**src/rtl/agc_timepulse_gen.sv**
```systemverilog
// Timepulse/phase ring generator for the NOR-gate logic network.
// Produces one-hot T01..T(NTP) and phase rings, MCT-boundary halt, restart and a completed-MCT counter.
module agc_timepulse_gen #(
    parameter int NTP    = 12,
    parameter int NPHASE = 4,
    parameter int CNT_W  = 16
) (
    input  logic              clk,
    input  logic              rst,
    input  logic              stop_req,
    input  logic              restart,
    output logic [NTP-1:0]    t,
    output logic [NPHASE-1:0] phs,
    output logic              mct_strobe,
    output logic              stopped,
    output logic [CNT_W-1:0]  mct_count
);

    localparam logic [0:0] ST_RUN  = 1'b0;
    localparam logic [0:0] ST_STOP = 1'b1;

    localparam logic [NTP-1:0]    T_FIRST = {{(NTP-1){1'b0}}, 1'b1};
    localparam logic [NPHASE-1:0] P_FIRST = {{(NPHASE-1){1'b0}}, 1'b1};
    localparam logic [CNT_W-1:0]  CNT_ONE = {{(CNT_W-1){1'b0}}, 1'b1};

    logic [NTP-1:0]    t_q, t_d;
    logic [NPHASE-1:0] phs_q, phs_d;
    logic [0:0]        state_q, state_d;
    logic              strobe_q, strobe_d;
    logic [CNT_W-1:0]  cnt_q, cnt_d;

    logic              boundary;
    logic [NTP-1:0]    t_rot;
    logic [NPHASE-1:0] phs_rot;

    // Both rings are all-zero while halted, so the boundary can only fire in RUN.
    assign boundary = t_q[NTP-1] & phs_q[NPHASE-1];
    assign t_rot    = {t_q[NTP-2:0], t_q[NTP-1]};
    assign phs_rot  = {phs_q[NPHASE-2:0], phs_q[NPHASE-1]};

    always_comb begin
        t_d     = t_q;
        phs_d   = phs_q;
        state_d = state_q;
        cnt_d   = cnt_q;

        if (restart) begin
            // Aborted MCT is not counted, even if this is a boundary edge.
            t_d     = T_FIRST;
            phs_d   = P_FIRST;
            state_d = ST_RUN;
        end else if (state_q == ST_RUN) begin
            phs_d = phs_rot;
            if (phs_q[NPHASE-1]) begin
                t_d = t_rot;
            end
            if (boundary) begin
                cnt_d = cnt_q + CNT_ONE;
                if (stop_req) begin
                    state_d = ST_STOP;
                    t_d     = '0;
                    phs_d   = '0;
                end
            end
        end else if (!stop_req) begin
            t_d     = T_FIRST;
            phs_d   = P_FIRST;
            state_d = ST_RUN;
        end

        // Strobe is derived from the next ring state so it lines up with the last MCT cycle.
        strobe_d = t_d[NTP-1] & phs_d[NPHASE-1];
    end

    always_ff @(posedge clk or negedge rst) begin
        if (!rst) begin
            t_q      <= T_FIRST;
            phs_q    <= P_FIRST;
            state_q  <= ST_RUN;
            strobe_q <= 1'b0;
            cnt_q    <= '0;
        end else begin
            t_q      <= t_d;
            phs_q    <= phs_d;
            state_q  <= state_d;
            strobe_q <= strobe_d;
            cnt_q    <= cnt_d;
        end
    end

    assign t          = t_q;
    assign phs        = phs_q;
    assign mct_strobe = strobe_q;
    assign stopped    = (state_q == ST_STOP);
    assign mct_count  = cnt_q;

endmodule

```
**config.mk**
```make
export PLATFORM = sky130hd
export DESIGN_NAME = agc_timepulse_gen
export DESIGN_NICKNAME = d
export VERILOG_FILES = /design/src/rtl/agc_timepulse_gen.sv
export SDC_FILE = /design/constraint.sdc
export NUM_CORES = 1
export LEC_CHECK = 0
export ABC_CLOCK_PERIOD_IN_PS = 1730
export BUFFER_PORTS_ARGS = -buffer_cell sky130_fd_sc_hd__buf_4
export CORE_MARGIN = 2
export CORE_UTILIZATION = 35
export CTS_CLUSTER_DIAMETER = 50
export DETAILED_ROUTE_END_ITERATION = 10
export GPL_TIMING_DRIVEN = 0
export HOLD_SLACK_MARGIN = 0.02
export SLEW_MARGIN = 25
export SYNTH_ARGS = -nofsm -noshare
export SYNTH_HDL_FRONTEND = slang
export SYNTH_SLANG_ARGS = --single-unit
```
**constraint.sdc**
```tcl
create_clock -name clk -period 1.73 [get_ports clk]
set_input_delay 0.4325 -clock clk [delete_from_list [all_inputs] [get_ports clk]]
set_output_delay 0.4325 -clock clk [all_outputs]
set_load 0.005 [all_outputs]
```
==> implementation parameters <==
Parameter                              Value

Run status
  Status    complete, no violations

Yosys
  Compound-cell area share of the yosys netlist    0.04586
  Most area-hungry cell type in the Yosys netlist    sky130_fd_sc_hd__dfrtp_1
  Count of mapped cells out of synthesis    134
  Post-synthesis sequential element count    34
  Top cells by instance count after synthesis    sky130_fd_sc_hd__dfrtp_1 (32), sky130_fd_sc_hd__nor2_1 (18), sky130_fd_sc_hd__nand2_1 (12), sky130_fd_sc_hd__mux2i_1 (11), sky130_fd_sc_hd__xnor2_1 (10)
  Arithmetic-cell share of the synthesized area counting full adders, half adders and majority gates    0.008045
  Share of cell area taken by muxes after synthesis    0.07080
  Fraction of the mapped netlist area in simple logic gates    0.2148
  Commonest register cell after synthesis    sky130_fd_sc_hd__dfrtp_1
  Post-Syn Area    0.001555 mm2
  Area share of the largest cell type after synthesis    0.5149
  Post-synth net total    approximately 140
  Count of distinct cell types in the synthesized netlist    34
  Share of the synthesized netlist area taken by xor and xnor gates    0.08447
  Cell with the most instances after synthesis    sky130_fd_sc_hd__dfrtp_1
  Main combinational cell family by area after synthesis    simple AND/OR/NAND/NOR gates
  Top cells by area, synth    sky130_fd_sc_hd__dfrtp_1 (51%), sky130_fd_sc_hd__mux2i_1 (7.1%), sky130_fd_sc_hd__xnor2_1 (5.6%)
  Post-synth EDFFs    0
  Share of async-settable or async-resettable flops after synthesis    1.000
  Proportion of synthesized chip area in sequential cells    0.5487
  Synth warnings    0
  Average instance area after synthesis    11.61 um2

Timing
  Highest clock rate    637.6 MHz
  Final worst path period need    1.568 ns
  Total of endpoints with negative setup slack in the final report    0
  Part of the cycle the worst path needs    0.9066
  Number of hold violations in the final report    0
  Post-Route Hold Slack    0.08527 ns
  Sum Neg Setup Slack    0 ns
  Max-slew headroom at the worst pin    0.7223
  Setup skew after layout    0.004778 ns
  Worst slew pin tran    0.4166 ns
  Final Slew Violations    0
  RSZ-0062 raised after global routing    no

Drt
  Final routed DRC violation total    0
  Remaining antenna violation count    0
  First-pass iteration count of the detailed router    4
  Post-detailed-routing wire length    around 3000 um
  Drt via density    4.826
  Detailed router's first-iteration violation count    62
  Via count of the routed design    between 1000 and 1500
  Average wire length per cell after detail routing    12.95 um

Clock network
  Buffer depth of the longest clock path    2
  Clock edge transition at the registers on the reported setup and hold paths    0.07 ns
  Source-to-sink clock delay at the later pin of the worst-skew pair    0.28 ns
  Clock tree from TritonCTS    built
  Number of buffers added by the clock tree synthesis step    5
  Cts-stage hold buffer count    0
  Library cell used as clock root buffer    sky130_fd_sc_hd__clkbuf_8
  Post-CTS Setup Repair Bufs    0
  # H-tree levels    2
  Post-CTS resize count    0
  Clock sinks    34

Final layout
  Count of placed standard cells in the final layout, fillers left out    230
  Number of nets in the layout    between 150 and 200
  Layout-stage area growth over the synthesis result    27.43%
  Core utilization of the finished layout    0.4583
  Fraction of final layout cells with drive strength greater than 1    0.3315
  Diode insertion count for antenna repair    0

Critical path
  Reg-to-reg endpoint    mct_count[15]
  Maximum cell stage delay along the critical path    between 0.4 and 0.5 ns
  Slowest cell on crit path    sky130_fd_sc_hd__dfrtp_1
  Worst setup path startpoint    stopped
  Largest fanout of any net on the critical path    6
  WS Path Type    flop to flop
  Top Family by Delay on Critical Path    simple AND/OR/NAND/NOR gates
  Capturing element type of the critical path    flop
  Number of buffers and inverters on the critical path    0
  Worst Path Arrival    roughly 1.7 ns
  Required time worst endpoint    roughly 1.9 ns
  Worst Setup EP    mct_count[15]
  Slack of the worst reg-to-reg path    0.16 ns
  Cell count along the critical path    4
  Startpoint class of the critical path    flop
  Critical-path cell list    nand4bb_4 -> nor4_4 -> nand4_1 -> xnor2_1
  Cell count of the worst reg-to-reg path    4
  Reg-to-Reg Start    stopped

Power
  Leak pwr    approximately 1.0 nW
  Power Dens Cells    737.1 mW/mm2
  Maximum resistive drop on vdd    0.2912 mV

Floorplan
  Die X    between 70 and 80 um
  Area of the core    0.004324 mm2
  Number of ports placed on the die boundary    38
  Overall die height    ~71 um
  Die area    around 0.005 mm2
  Initial core utilization    0.3597
  Site Rows    24

Run
  Total of max-cap violations    0

Placed design
  Post-DP HPWL    2145 um
  Number of I/O port buffers    36
  RD Place Congestion    0.7602
  # placed instances    between 200 and 250

GRT
  Overall track demand over capacity in global routing    0.1328
  Vias in the first global route    between 1000 and 1500
  Initial antenna violation count    0
  Total global routing overflow    0
  Global-route wire length before repair    roughly 5300 um
  Largest net degree at the start of global routing    35

Worst hold path
  Type of the most critical hold path    input port to asynchronous set/reset pin
## registers in the layout, summed over array words and instances, names as in the netlist
signal      count
stopped         1
mct_count      16
phs             4
mct_strobe      1
t              12
## per-layer routing
layer	wire [um]	GRT usage
met5	0	0
met4	70	0.07547
met3	114	0.03846
met2	1356	0.1887
met1	1437	0.1817
## cell families after synthesis
| group | after synthesis |
|---|---|
| and+or+nand+nor | 55 |
| AOI/OAI and AO/OA | 11 |
| xor gates and xnor gates | 15 |
| DFF | 34 |
| adders and majority gates | 1 |
| muxes | 11 |
| buffers and inverters | 7 |
## placed cells by master (no fill, tap or decap), types with 2 or more instances in the layout
master,n
sky130_fd_sc_hd__buf_4,37
sky130_fd_sc_hd__dfrtp_1,32
sky130_fd_sc_hd__nor2_1,18
sky130_fd_sc_hd__nand2_1,12
sky130_fd_sc_hd__mux2i_1,11
sky130_fd_sc_hd__xnor2_1,10
sky130_fd_sc_hd__clkbuf_8,6
sky130_fd_sc_hd__nand4_1,5
sky130_fd_sc_hd__xor2_1,5
sky130_fd_sc_hd__a21oi_1,4
sky130_fd_sc_hd__nand3_1,4
sky130_fd_sc_hd__buf_2,3
sky130_fd_sc_hd__a32oi_1,3
sky130_fd_sc_hd__nor4_1,2
sky130_fd_sc_hd__or2_2,2
sky130_fd_sc_hd__o21ai_0,2
sky130_fd_sc_hd__dfstp_2,2
## final cells by class
class / count / area (um2)
Multi-Input combinational cell: 93 / 659.4
Clock inverter: 1 / 5.005
Inverter: 1 / 3.754
Tap cell: 52 / 65.06
Timing Repair Buffer: 36 / 270.3
Buffer: 6 / 38.79
Fill cell: 436 / 2342
Sequential cell: 34 / 853.3
Clock buffer: 7 / 86.33
## power by group
group          internal (W)  total [W]  switching, W
logic             0.0000257  0.0000627     0.0000370
registers          0.000803   0.000809    0.00000526
clock network      0.000321   0.000589      0.000269
## worst min path at each step
| stage | start | to | slack (ns) | depth (start not counted) |
|---|---|---|---|---|
| 4_1_cts | rst | mct_count[8] | 0.09 | 1 |
| 2_1_floorplan | rst | mct_count[0] | 0.14 | 0 |
| 6_report | rst | mct_count[12] | 0.09 | 1 |
| 3_3_place_gp | rst | mct_count[12] | 0.40 | 1 |
| 3_5_place_dp | rst | mct_count[12] | 0.40 | 1 |
| 5_1_grt | rst | mct_count[13] | 0.10 | 1 |
## worst register-to-register path, cell delays in order, from the launching register on
cell                        delay, ns
sky130_fd_sc_hd__dfrtp_1         0.44
sky130_fd_sc_hd__nand4bb_4       0.30
sky130_fd_sc_hd__nor4_4          0.41
sky130_fd_sc_hd__nand4_1         0.16
sky130_fd_sc_hd__xnor2_1         0.15
## per-stage QoR
| stage | instance area, um2 | setup WS (ns) | total power, W |
|---|---|---|---|
| global route | 1982 | 0.03721 | 0.001537 |
| CTS | 1982 | 0.1361 | 0.001488 |
| global placement | 1891 | 0.1015 | 0.0008864 |
| detailed placement | 1891 | 0.08509 | 0.0008878 |
| finish | 1982 | 0.1616 | 0.001461 |
| floorplan | 1555 | 0.2849 | 0.0008522 |
Note: power is estimated with default switching activity, not from simulation.
